--- src/rtl/npc_sim_ctrl.sv ---
// npc_sim_ctrl: simulation-harness controller for one or more NPC cores.
// It sequences the DUT reset as an idle gap followed by an assert window. It then watches each
// hart's io_sync/io_simEnd pair and latches the per-hart exit codes. The run ends when every
// enabled hart has finished, or when a RUN-phase cycle watchdog fires.
//
// Ports:
//   clock, reset   bench clock (rising edge) and asynchronous active-low controller reset
//   restart        rerun the full sequence; only acted on in DONE or TIMEOUT
//   hart_en        harts required for completion, captured when RUN is entered
//   io_sync        per-hart commit strobe from the DUT
//   io_simEnd      per-hart end-of-program flag from the DUT
//   exit_code      per-hart exit code; hart i is at [i*CODE_W +: CODE_W]
//   dut_reset      active-high reset to the DUT(s)
//   running        controller is in RUN
//   done           controller is in DONE
//   timed_out      controller is in TIMEOUT
//   pass           in DONE: every enabled hart latched a zero exit code
//   end_mask       harts that have ended in this run
//   codes          latched exit codes, packed the same way as exit_code
//   run_cycles     cycles spent in RUN; saturates, and freezes when RUN is left
module npc_sim_ctrl #(
  parameter int unsigned NUM_HARTS        = 1,
  parameter int unsigned PRE_RESET_CYCLES = 10,
  parameter int unsigned RESET_CYCLES     = 10,
  parameter int unsigned TIMEOUT_CYCLES   = 5000000,
  parameter int unsigned CNT_W            = 32,
  parameter int unsigned CODE_W           = 32
) (
  input  logic                        clock,
  input  logic                        reset,
  input  logic                        restart,
  input  logic [NUM_HARTS-1:0]        hart_en,
  input  logic [NUM_HARTS-1:0]        io_sync,
  input  logic [NUM_HARTS-1:0]        io_simEnd,
  input  logic [NUM_HARTS*CODE_W-1:0] exit_code,
  output logic                        dut_reset,
  output logic                        running,
  output logic                        done,
  output logic                        timed_out,
  output logic                        pass,
  output logic [NUM_HARTS-1:0]        end_mask,
  output logic [NUM_HARTS*CODE_W-1:0] codes,
  output logic [CNT_W-1:0]            run_cycles
);

  localparam logic [2:0] StIdle    = 3'd0;
  localparam logic [2:0] StPre     = 3'd1;
  localparam logic [2:0] StRst     = 3'd2;
  localparam logic [2:0] StRun     = 3'd3;
  localparam logic [2:0] StDone    = 3'd4;
  localparam logic [2:0] StTimeout = 3'd5;

  // A window length of zero skips that phase entirely.
  localparam logic [2:0] AfterPre   = (RESET_CYCLES != 0) ? StRst : StRun;
  localparam logic [2:0] FirstPhase = (PRE_RESET_CYCLES != 0) ? StPre : AfterPre;

  // Last-cycle compare values. These wrap when a window is 0, but that phase is then never entered.
  localparam logic [CNT_W-1:0] PreLast = CNT_W'(PRE_RESET_CYCLES - 1);
  localparam logic [CNT_W-1:0] RstLast = CNT_W'(RESET_CYCLES - 1);
  localparam logic [CNT_W-1:0] RunLast = CNT_W'(TIMEOUT_CYCLES - 1);
  localparam logic [CNT_W-1:0] CntOne  = CNT_W'(1);

  logic [2:0]                  state_q, state_d;
  logic [CNT_W-1:0]            cnt_q, cnt_d;
  logic [NUM_HARTS-1:0]        en_q, en_d;
  logic [NUM_HARTS-1:0]        end_mask_q, end_mask_d;
  logic [NUM_HARTS*CODE_W-1:0] codes_q, codes_d;
  logic [CNT_W-1:0]            run_cycles_q, run_cycles_d;
  logic                        dut_reset_q, dut_reset_d;
  logic                        running_q, running_d;
  logic                        done_q, done_d;
  logic                        timed_out_q, timed_out_d;
  logic                        pass_q, pass_d;

  logic [NUM_HARTS-1:0]        new_ends;
  logic                        all_ended;

  // A hart ends only on its first qualified strobe, so the first exit code wins.
  assign new_ends  = io_sync & io_simEnd & en_q & ~end_mask_q;
  assign all_ended = (((end_mask_q | new_ends) & en_q) == en_q);

  always_comb begin
    state_d      = state_q;
    cnt_d        = cnt_q;
    en_d         = en_q;
    end_mask_d   = end_mask_q;
    codes_d      = codes_q;
    run_cycles_d = run_cycles_q;

    case (state_q)
      StIdle: begin
        state_d = FirstPhase;
        cnt_d   = '0;
      end
      StPre: begin
        if (cnt_q == PreLast) begin
          state_d = AfterPre;
          cnt_d   = '0;
        end else begin
          cnt_d = cnt_q + CntOne;
        end
      end
      StRst: begin
        if (cnt_q == RstLast) begin
          state_d = StRun;
          cnt_d   = '0;
        end else begin
          cnt_d = cnt_q + CntOne;
        end
      end
      StRun: begin
        end_mask_d = end_mask_q | new_ends;
        for (int i = 0; i < NUM_HARTS; i++) begin
          if (new_ends[i]) codes_d[i*CODE_W +: CODE_W] = exit_code[i*CODE_W +: CODE_W];
        end
        if (run_cycles_q != '1) run_cycles_d = run_cycles_q + CntOne;
        // Completion takes priority over the watchdog when both occur in the same cycle.
        if (all_ended)                 state_d = StDone;
        else if (run_cycles_q == RunLast) state_d = StTimeout;
      end
      StDone, StTimeout: begin
        if (restart) begin
          state_d = FirstPhase;
          cnt_d   = '0;
        end
      end
      default: state_d = StIdle;
    endcase

    // Every entry into RUN starts a fresh run with a newly sampled hart set.
    if (state_d == StRun && state_q != StRun) begin
      en_d         = hart_en;
      end_mask_d   = '0;
      codes_d      = '0;
      run_cycles_d = '0;
    end

    dut_reset_d = (state_d == StRst);
    running_d   = (state_d == StRun);
    done_d      = (state_d == StDone);
    timed_out_d = (state_d == StTimeout);
    pass_d      = (state_d == StDone);
    for (int i = 0; i < NUM_HARTS; i++) begin
      if (en_d[i] && (codes_d[i*CODE_W +: CODE_W] != '0)) pass_d = 1'b0;
    end
  end

  always_ff @(posedge clock or negedge reset) begin
    if (!reset) begin
      state_q      <= StIdle;
      cnt_q        <= '0;
      en_q         <= '0;
      end_mask_q   <= '0;
      codes_q      <= '0;
      run_cycles_q <= '0;
      dut_reset_q  <= 1'b0;
      running_q    <= 1'b0;
      done_q       <= 1'b0;
      timed_out_q  <= 1'b0;
      pass_q       <= 1'b0;
    end else begin
      state_q      <= state_d;
      cnt_q        <= cnt_d;
      en_q         <= en_d;
      end_mask_q   <= end_mask_d;
      codes_q      <= codes_d;
      run_cycles_q <= run_cycles_d;
      dut_reset_q  <= dut_reset_d;
      running_q    <= running_d;
      done_q       <= done_d;
      timed_out_q  <= timed_out_d;
      pass_q       <= pass_d;
    end
  end

  assign dut_reset  = dut_reset_q;
  assign running    = running_q;
  assign done       = done_q;
  assign timed_out  = timed_out_q;
  assign pass       = pass_q;
  assign end_mask   = end_mask_q;
  assign codes      = codes_q;
  assign run_cycles = run_cycles_q;

endmodule

--- config.mk ---
export PLATFORM = sky130hd
export DESIGN_NAME = npc_sim_ctrl
export DESIGN_NICKNAME = d
export VERILOG_FILES = /design/src/rtl/npc_sim_ctrl.sv
export SDC_FILE = /design/constraint.sdc
export NUM_CORES = 1
export LEC_CHECK = 0
export ABC_AREA = 1
export CORE_MARGIN = 2
export CORE_UTILIZATION = 55
export DETAILED_ROUTE_END_ITERATION = 8
export PLACE_DENSITY = 0.9
export SLEW_MARGIN = 10
export SYNTH_ARGS = -nofsm -noshare
export SYNTH_HDL_FRONTEND = slang
export SYNTH_SLANG_ARGS = --single-unit
export TNS_END_PERCENT = 50
--- constraint.sdc ---
create_clock -name clock -period 4.45 [get_ports clock]
set_clock_uncertainty 0.15 [all_clocks]
set_input_delay 0.445 -clock clock [delete_from_list [all_inputs] [get_ports clock]]
set_output_delay 0.445 -clock clock [all_outputs]
set_load 0.1 [all_outputs]
==> flow_summary.html, run 1 <==
<table>
<tr><th>Metric</th><th>Value</th></tr>
<tr><th colspan="2">Min path</th></tr>
<tr><td>Worst hold path class</td><td>input port to asynchronous set/reset pin</td></tr>
<tr><th colspan="2">Clock network</th></tr>
<tr><td>CTS Sinks</td><td>between 100 and 150</td></tr>
<tr><td>Buffer levels on the longest clock path</td><td>2</td></tr>
<tr><td>Number of buffers added for setup after CTS</td><td>0</td></tr>
<tr><td>Resize count post-CTS</td><td>0</td></tr>
<tr><td>Clock tree from TritonCTS</td><td>done</td></tr>
<tr><td>Clock latency reported for the late side of the worst-skew pair</td><td>0.39 ns</td></tr>
<tr><td>Number of buffers added to fix hold violations after cts</td><td>0</td></tr>
<tr><td>Clock slew at reported path FFs</td><td>0.11 ns</td></tr>
<tr><td>Root buffer selected by CTS</td><td>clkbuf_8</td></tr>
<tr><td>Number of buffers inserted during clock tree synthesis</td><td>9</td></tr>
<tr><td>Number of H-tree levels</td><td>3</td></tr>
<tr><th colspan="2">Worst setup path</th></tr>
<tr><td>Startpoint of the worst setup timing path</td><td>cnt_q[0]$_DFFE_PN0P_</td></tr>
<tr><td>Worst-case reg-to-reg path depth</td><td>12</td></tr>
<tr><td>Reg-to-reg slack, setup</td><td>between 1 and 1.5 ns</td></tr>
<tr><td>FF-to-FF Start</td><td>cnt_q[0]$_DFFE_PN0P_</td></tr>
<tr><td>Worst Path Max Fanout</td><td>33</td></tr>
<tr><td>Reg-to-Reg End</td><td>pass$_DFF_PN0_</td></tr>
<tr><td>Required @ worst endpoint</td><td>approximately 4.6 ns</td></tr>
<tr><td>Critical path endpoint category</td><td>flip-flop</td></tr>
<tr><td>Launching element type of the critical path</td><td>flip-flop</td></tr>
<tr><td>Category of the most critical setup path</td><td>flip-flop to flip-flop</td></tr>
<tr><td>Worst setup path end</td><td>pass$_DFF_PN0_</td></tr>
<tr><td>Endpoint arrival time on the critical path</td><td>roughly 3.2 ns</td></tr>
<tr><th colspan="2">Floorplan</th></tr>
<tr><td>Die outline area</td><td>12090 µm²</td></tr>
<tr><td>Top-Level Pins</td><td>between 100 and 150</td></tr>
<tr><td>Row cnt</td><td>38</td></tr>
<tr><td>Floorplan die width</td><td>109.9 µm</td></tr>
<tr><td>Initial Util</td><td>0.5670</td></tr>
<tr><td>DIE HEIGHT</td><td>~110 µm</td></tr>
<tr><td>Area of the core region</td><td>roughly 11000 µm²</td></tr>
<tr><th colspan="2">Placed design</th></tr>
<tr><td>Last weighted congestion value of the routability-driven placer</td><td>0.9572</td></tr>
<tr><td>PortBufs</td><td>about 110</td></tr>
<tr><td>HPWL Detailed</td><td>approximately 12000 µm</td></tr>
<tr><th colspan="2">Timing</th></tr>
<tr><td>Unrepaired setup endpoints after global routing</td><td>no</td></tr>
<tr><td>Count of final setup violators</td><td>0</td></tr>
<tr><td>Final hold violations</td><td>0</td></tr>
<tr><td>Max-slew violation count</td><td>0</td></tr>
<tr><td>Final setup TNS</td><td>0 ns</td></tr>
<tr><td>Worst slew margin relative to its limit</td><td>0.2241</td></tr>
<tr><td>Slew @ Worst Pin</td><td>1.160 ns</td></tr>
<tr><td>Period utilisation layout</td><td>0.6872</td></tr>
<tr><td>Final Critical Period</td><td>~3.1 ns</td></tr>
<tr><td>Peak Freq</td><td>around 330 MHz</td></tr>
<tr><th colspan="2">Logic synthesis</th></tr>
<tr><td>Post-synthesis area per instance</td><td>7.314 µm²</td></tr>
<tr><td>Number of unique standard cell types used by synthesis</td><td>40</td></tr>
<tr><td>Main area contributors after synthesis</td><td>dfrtp_1 43%, nand2_1 12%, nor2_1 6.1%, inv_1 6.0%, xor2_1 4.1%</td></tr>
<tr><td>Yosys reg bits</td><td>106</td></tr>
<tr><td>Proportion of synthesized chip area in sequential cells</td><td>0.4297</td></tr>
<tr><td>Net count after synthesis</td><td>about 890</td></tr>
<tr><td>Proportion of netlist area held by the largest area contributor</td><td>0.4297</td></tr>
<tr><td>Synthesized instance count</td><td>844</td></tr>
<tr><td>Cell taking the most area after synthesis</td><td>dfrtp_1</td></tr>
<tr><td>Most common flop cell mapped by yosys</td><td>dfrtp_1</td></tr>
<tr><td>Share of flip-flops with an asynchronous set or reset</td><td>1.000</td></tr>
<tr><td>Synth warn</td><td>0</td></tr>
<tr><td>Netlist Area Pre-Place</td><td>6173 µm²</td></tr>
<tr><td>Post-synth EDFFs</td><td>0</td></tr>
<tr><th colspan="2">Layout</th></tr>
<tr><td>Top library cells by usage in the layout, fill and taps aside</td><td>197 x nand2_1, 106 x dfrtp_1, 106 x clkdlybuf4s50_1</td></tr>
<tr><td>Commonest non-fill, non-tap cell in the layout</td><td>nand2_1</td></tr>
<tr><td>Area of the multi-input gates</td><td>between 2000 and 3000 µm²</td></tr>
<tr><td>Number of nets in the layout</td><td>between 900 and 1k</td></tr>
<tr><td>Storage cell area</td><td>~2700 µm²</td></tr>
<tr><td>Layout cell share with drive strength beyond 1</td><td>0.05491</td></tr>
<tr><td>Synthesis-to-layout area growth</td><td>22.01%</td></tr>
<tr><td>Antenna cells</td><td>0</td></tr>
<tr><td>Fillers</td><td>roughly 900</td></tr>
<tr><th colspan="2">Detailed routing</th></tr>
<tr><td>Total via count in the routed design</td><td>6051</td></tr>
<tr><td>Wirelength, routed</td><td>between 15000 and 20000 µm</td></tr>
<tr><td>Drt wl/cell</td><td>around 15 µm</td></tr>
<tr><td>Detailed-route DRC error count</td><td>0</td></tr>
<tr><td>Via count normalized by instance count</td><td>5.567</td></tr>
<tr><td>Antenna violation net count after detailed routing</td><td>0</td></tr>
<tr><td>1st-iter DRT viols</td><td>between 500 and 600</td></tr>
<tr><td>Initial DRT Pass Iterations</td><td>6</td></tr>
<tr><th colspan="2">Global route</th></tr>
<tr><td>Grt total ovfl</td><td>0</td></tr>
<tr><td>Via count of the first global-routing pass</td><td>between 5k and 6k</td></tr>
<tr><td>Pin count of the biggest net entering global routing</td><td>about 80</td></tr>
<tr><td>Overall routing resource usage</td><td>0.2872</td></tr>
<tr><td>Antenna violations before repair</td><td>0</td></tr>
<tr><td>First-pass GRT wire length</td><td>between 20000 and 30000 µm</td></tr>
<tr><th colspan="2">Pwr</th></tr>
<tr><td>Max VDD drop</td><td>0.3945 mV</td></tr>
<tr><td>Static power due to leakage</td><td>about 3.3 nW</td></tr>
<tr><td>Design Power</td><td>around 2.6 mW</td></tr>
<tr><td>PwrDens</td><td>roughly 340 nW/µm²</td></tr>
<tr><th colspan="2">Job</th></tr>
<tr><td># Max-Cap Violations</td><td>0</td></tr>
<tr><th colspan="2">Run status</th></tr>
<tr><td>Run status</td><td>completed</td></tr>
</table>
[how the worst min path moves through the flow]
stage	startpoint	end	slack, ns	cells past startpoint
2_1_floorplan	reset	cnt_q[0]$_DFFE_PN0P_	-0.0006	0
3_3_place_gp	cnt_q[31]$_DFFE_PN0P_	cnt_q[31]$_DFFE_PN0P_	0.36	2
3_5_place_dp	cnt_q[31]$_DFFE_PN0P_	cnt_q[31]$_DFFE_PN0P_	0.37	2
4_1_cts	reset	run_cycles[1]$_DFFE_PN0P_	0.08	1
5_1_grt	reset	run_cycles[1]$_DFFE_PN0P_	0.14	1
6_report	reset	run_cycles[2]$_DFFE_PN0P_	0.05	1
[routing by layer]
| layer | wire length [µm] | vias up | track usage |
|---|---|---|---|
| li1 | - | 2952 | - |
| met1 | 7318 | 2847 | 0.3869 |
| met2 | 7970 | 215 | 0.4667 |
| met3 | 997 | 37 | 0.05750 |
| met4 | 344 | 0 | 0.09042 |
| met5 | 0 | - | 0 |
[worst max-delay path, stage by stage, from the launching register on]
cell and delay [ns]:
dfrtp_1 0.43, ha_1 0.21, nand2_1 0.06, nor2_1 0.04, nand2_1 0.06, nor2_1 0.05
nand3_2 0.51, clkinv_1 0.65, nor2_1 0.33, nand2_1 0.14, inv_1 0.13, nand2_1 0.10
nor2_1 0.11
[report_power, final]
group,leakage (nW),internal [mW],switching (mW)
logic,1.74,0.223,0.584
clock network,0.105,0.282,0.357
registers,1.46,1.05,0.0867
total,3.31,1.55,1.03
[area by class of cell]
cell class              instances  share of cell area
clock inverters                 6            0.009468
flip-flops and latches        106              0.3522
clock buffers                  10             0.01827
well taps                     140             0.02326
repair buffers                111              0.1458
inverters                     118             0.05897
multi-input cells             596              0.3920
[cells by family after synthesis]
group / synth area share
adders and majority gates: 0.006081
xor gates and xnor gates: 0.04824
AOI/OAI and AO/OA: 0.1056
DFF: 0.4297
buffers and inverters: 0.09202
and+or+nand+nor: 0.3184
[registers in the layout (all words and copies together), names as in the netlist]
signal	count
state_q	3
timed_out	1
done	1
dut_reset	1
running	1
cnt_q	32
pass	1
run_cycles	32
end_mask	1
en_q	1
codes	32
[synth_stat cells, types with 3 or more instances]
| cell | instances |
|---|---|
| a21oi_1 | 30 |
| buf_2 | 6 |
| buf_6 | 3 |
| clkbuf_1 | 12 |
| dfrtp_1 | 106 |
| ha_1 | 3 |
| inv_1 | 99 |
| inv_2 | 16 |
| nand2_1 | 197 |
| nand3_1 | 48 |
| nand3_2 | 3 |
| nand3b_1 | 3 |
| nand4_1 | 28 |
| nor2_1 | 100 |
| nor3_1 | 40 |
| nor4_1 | 11 |
| o21ai_0 | 28 |
| o21ai_1 | 32 |
| o22ai_1 | 9 |
| o31ai_1 | 14 |
| xnor2_1 | 5 |
| xor2_1 | 29 |
[metrics by stage]
stage	cell area, µm²	instances	utilization	worst slack, ns	hold slack, ns
floorplan	6173	844	-	1.690	-0.0005911
global route	7532	1087	0.6918	1.145	0.1369
global placement	7323	1071	0.6726	1.379	0.3602
detailed placement	7323	1071	0.6726	1.297	0.3681
finish	7532	1087	0.6918	1.392	0.05500
CTS	7532	1087	0.6918	1.445	0.08411
Note: power is estimated with default switching activity, not from simulation.
==> run 2, diff against run 1 <==
--- a/config.mk
+++ b/config.mk
@@ -7,9 +7,9 @@
 export LEC_CHECK = 0
 export ABC_AREA = 1
 export CORE_MARGIN = 2
-export CORE_UTILIZATION = 55
+export CORE_UTILIZATION = 54
 export DETAILED_ROUTE_END_ITERATION = 8
-export PLACE_DENSITY = 0.9
+export PLACE_DENSITY = 0.88
 export SLEW_MARGIN = 10
 export SYNTH_ARGS = -nofsm -noshare
 export SYNTH_HDL_FRONTEND = slang
==> constraint.sdc (replaced) <==
create_clock -name clock -period 3.1 [get_ports clock]
set_clock_uncertainty 0.15 [all_clocks]
set_input_delay 0.31 -clock clock [delete_from_list [all_inputs] [get_ports clock]]
set_output_delay 0.31 -clock clock [all_outputs]
set_load 0.1 [all_outputs]
==> flow_summary.html, run 2 (synthesis results as in run 1) <==
<table>
<tr><th>Metric</th><th>Value</th></tr>
<tr><th colspan="2">Timing</th></tr>
<tr><td>Slew @ Worst Pin</td><td>0.6999 ns (-0.4597 ns)</td></tr>
<tr><td>Worst setup slack after layout</td><td>0.7199 ns (-0.6721 ns)</td></tr>
<tr><td>Unrepaired setup endpoints after global routing</td><td>no</td></tr>
<tr><td>Worst slew margin relative to its limit</td><td>0.5334 (+0.3093)</td></tr>
<tr><td>Peak Freq</td><td>420.2 MHz (+28%)</td></tr>
<tr><td>Max-slew violation count</td><td>0 (unchanged)</td></tr>
<tr><td>Final hold violations</td><td>0 (unchanged)</td></tr>
<tr><td>Count of final setup violators</td><td>0 (unchanged)</td></tr>
<tr><td>Final setup TNS</td><td>0 ns (unchanged)</td></tr>
<tr><td>Final Critical Period</td><td>2.380 ns (-0.6779 ns)</td></tr>
<tr><td>Tightest hold margin</td><td>0.3775 ns (+0.3225 ns)</td></tr>
<tr><td>Period utilisation layout</td><td>0.7678 (+0.08059)</td></tr>
<tr><th colspan="2">Worst setup path</th></tr>
<tr><td>Crit-path cells</td><td>ha_1 -&gt; nand2_1 -&gt; nor2_1 -&gt; inv_2 -&gt; nor2_1 -&gt; inv_1 -&gt; nor3_1 -&gt; nand4_1 -&gt; nor2_1 -&gt; nand3_1 -&gt; nand2_1 -&gt; nor2_1</td></tr>
<tr><td>Required @ worst endpoint</td><td>3.19 ns (-1.43 ns)</td></tr>
<tr><td>Reg-to-reg slack, setup</td><td>0.72 ns (-0.67 ns)</td></tr>
<tr><td>Crit path depth</td><td>12 (unchanged)</td></tr>
<tr><td>Launching element type of the critical path</td><td>flip-flop</td></tr>
<tr><td>Reg-to-Reg End</td><td>run_cycles[26]$_DFFE_PN0P_</td></tr>
<tr><td>FF-to-FF Start</td><td>run_cycles[1]$_DFFE_PN0P_</td></tr>
<tr><td>Peak per-stage delay on the critical path</td><td>0.40 ns (-0.25 ns)</td></tr>
<tr><td>Worst-case reg-to-reg path depth</td><td>12 (unchanged)</td></tr>
<tr><td>Cell family contributing the most delay on the critical path</td><td>simple AND/OR/NAND/NOR gates</td></tr>
<tr><td>Worst Path Max Fanout</td><td>5 (-85%)</td></tr>
<tr><td>Slowest cell on crit path</td><td>dfrtp_1</td></tr>
<tr><td>Buf+Inv Stages, Crit Path</td><td>2 (unchanged)</td></tr>
<tr><td>Critical path endpoint category</td><td>flip-flop</td></tr>
<tr><td>Startpoint of the worst setup timing path</td><td>run_cycles[1]$_DFFE_PN0P_</td></tr>
<tr><td>Category of the most critical setup path</td><td>flip-flop to flip-flop</td></tr>
<tr><td>Endpoint arrival time on the critical path</td><td>2.47 ns (-0.76 ns)</td></tr>
<tr><td>Critical Path Most Common Cell</td><td>nor2_1</td></tr>
<tr><th colspan="2">Layout</th></tr>
<tr><td>Antenna cells</td><td>0 (unchanged)</td></tr>
<tr><td>Number of nets in the layout</td><td>994 (+1.1%)</td></tr>
<tr><td>Final core utilization</td><td>0.6707 (-0.02113)</td></tr>
<tr><td>Storage cell area</td><td>2653 µm² (unchanged)</td></tr>
<tr><td>Synthesis-to-layout area growth</td><td>22.46%</td></tr>
<tr><td>Final instance area</td><td>7560 µm² (+0.37%)</td></tr>
<tr><td>Layout cell share with drive strength beyond 1</td><td>0.1378 (+0.08288)</td></tr>
<tr><td>Commonest non-fill, non-tap cell in the layout</td><td>nand2_1</td></tr>
<tr><td>Area of the multi-input gates</td><td>2953 µm² (unchanged)</td></tr>
<tr><td>Top library cells by usage in the layout, fill and taps aside</td><td>197 x nand2_1, 106 x dfrtp_1, 100 x nor2_1</td></tr>
<tr><td>Number of cells in the finished layout apart from fillers</td><td>1101 (+1.3%)</td></tr>
<tr><td>Fillers</td><td>922 (+2.0%)</td></tr>
<tr><th colspan="2">Clock network</th></tr>
<tr><td>Clock latency reported for the late side of the worst-skew pair</td><td>0.35 ns (-0.04 ns)</td></tr>
<tr><td>Number of buffers added to fix hold violations after cts</td><td>1 (+1)</td></tr>
<tr><td>Clock tree from TritonCTS</td><td>done</td></tr>
<tr><td>CTS Sinks</td><td>106 (unchanged)</td></tr>
<tr><td>Buffer levels on the longest clock path</td><td>2 (unchanged)</td></tr>
<tr><td>Number of H-tree levels</td><td>3 (unchanged)</td></tr>
<tr><td>Root buffer selected by CTS</td><td>clkbuf_16</td></tr>
<tr><td>Resize count post-CTS</td><td>0 (unchanged)</td></tr>
<tr><td>Number of buffers inserted during clock tree synthesis</td><td>9 (unchanged)</td></tr>
<tr><td>Number of buffers added for setup after CTS</td><td>0 (unchanged)</td></tr>
<tr><td>Clock slew at reported path FFs</td><td>0.08 ns (-0.03 ns)</td></tr>
<tr><th colspan="2">Floorplan</th></tr>
<tr><td>Initial Util</td><td>0.5477 (-0.01932)</td></tr>
<tr><td>Floorplan die width</td><td>110.9 µm (+0.89%)</td></tr>
<tr><td>Area of the core region</td><td>11270 µm² (+3.5%)</td></tr>
<tr><td>DIE HEIGHT</td><td>110.9 µm (+0.89%)</td></tr>
<tr><td>Row cnt</td><td>39 (+2.6%)</td></tr>
<tr><td>Top-Level Pins</td><td>108 (unchanged)</td></tr>
<tr><td>Die outline area</td><td>12300 µm² (+1.8%)</td></tr>
<tr><th colspan="2">Detailed routing</th></tr>
<tr><td>Wirelength, routed</td><td>16580 µm (-0.31%)</td></tr>
<tr><td>Total via count in the routed design</td><td>6138 (+1.4%)</td></tr>
<tr><td>Detailed-route DRC error count</td><td>0 (unchanged)</td></tr>
<tr><td>Antenna violation net count after detailed routing</td><td>0 (unchanged)</td></tr>
<tr><td>Via count normalized by instance count</td><td>5.575 (+0.15%)</td></tr>
<tr><td>Drt wl/cell</td><td>15.06 µm (-1.6%)</td></tr>
<tr><td>Initial DRT Pass Iterations</td><td>6 (unchanged)</td></tr>
<tr><td>1st-iter DRT viols</td><td>693 (+17%)</td></tr>
<tr><th colspan="2">Pwr</th></tr>
<tr><td>Max VDD drop</td><td>0.4543 mV (+15%)</td></tr>
<tr><td>PwrDens</td><td>530.8 nW/µm² (+55%)</td></tr>
<tr><td>Design Power</td><td>4.012 mW (+55%)</td></tr>
<tr><td>Static power due to leakage</td><td>3.554 nW (+7.3%)</td></tr>
<tr><th colspan="2">Global route</th></tr>
<tr><td>Met2 capacity usage during global routing</td><td>0.4524 (-0.01434)</td></tr>
<tr><td>Global routing usage on met1</td><td>0.3692 (-0.01775)</td></tr>
<tr><td>Most used routing layer</td><td>met2</td></tr>
<tr><td>Pin count of the biggest net entering global routing</td><td>55 (-29%)</td></tr>
<tr><td>First-pass GRT wire length</td><td>27990 µm (+3.4%)</td></tr>
<tr><td>Global-route track usage on met3</td><td>0.05686 (-0.0006368)</td></tr>
<tr><td>Grt total ovfl</td><td>0 (unchanged)</td></tr>
<tr><td>Overall routing resource usage</td><td>0.2769 (-0.01026)</td></tr>
<tr><td>Antenna violations before repair</td><td>0 (unchanged)</td></tr>
<tr><td>Via count of the first global-routing pass</td><td>5822 (+2.4%)</td></tr>
<tr><th colspan="2">Placed design</th></tr>
<tr><td>DP Area</td><td>7239 µm² (-1.1%)</td></tr>
<tr><td>HPWL Detailed</td><td>12180 µm (-1.4%)</td></tr>
<tr><td>Last weighted congestion value of the routability-driven placer</td><td>0.9502 (-0.73%)</td></tr>
<tr><td>Worst-case setup slack after placement</td><td>0.6365 ns (-0.6609 ns)</td></tr>
<tr><td>Inst Count DP</td><td>1084 (+1.2%)</td></tr>
<tr><td>PortBufs</td><td>107 (unchanged)</td></tr>
<tr><th colspan="2">Run status</th></tr>
<tr><td>Run status</td><td>completed</td></tr>
<tr><th colspan="2">Job</th></tr>
<tr><td># Max-Cap Violations</td><td>0 (unchanged)</td></tr>
<tr><th colspan="2">Min path</th></tr>
<tr><td>Worst hold path class</td><td>input port to asynchronous set/reset pin</td></tr>
</table>
-- run 2: cell types whose count changed in the layout (fill, tap and decap cells not counted), moves of 3 or more --
cell | previous run | this run
buf_4 | 5 | 84
clkbuf_16 | 0 | 9
clkbuf_8 | 10 | 0
clkdlybuf4s50_1 | 106 | 36
clkinv_8 | 0 | 3
-- run 2: per-layer routing --
| layer | part of all wire | wire (µm) |
|---|---|---|
| met1 | 0.41 | 6729 |
| met2 | 0.49 | 8150 |
| met3 | 0.078 | 1285 |
| met4 | 0.025 | 412 |
| met5 | 0 | 0 |
-- run 2: worst max-delay path by stage --
| stage | endpoint | slack [ns] |
|---|---|---|
| after floorplan | run_cycles[26]$_DFFE_PN0P_ | 0.34 |
| after global placement | pass$_DFF_PN0_ | 0.65 |
| after detailed placement | pass$_DFF_PN0_ | 0.64 |
| after CTS | run_cycles[26]$_DFFE_PN0P_ | 0.78 |
| after global routing | cnt_q[20]$_DFFE_PN0P_ | 0.45 |
| final | run_cycles[26]$_DFFE_PN0P_ | 0.72 |
-- run 2: where the power goes --
part / leakage (nW) / switching [mW] / internal, mW
Clock: 0.146 / 0.597 / 0.577
Sequential: 1.46 / 0.132 / 1.50
Combinational: 1.95 / 0.857 / 0.345
-- run 2: area by class of cell --
type / instances / area share
Multi-Input combinational cell: 596 / 0.3906
Sequential cell: 106 / 0.3509
Timing Repair Buffer: 122 / 0.1351
Inverter: 118 / 0.05876
Clock buffer: 9 / 0.02979
Tap cell: 143 / 0.02367
Clock inverter: 7 / 0.01125
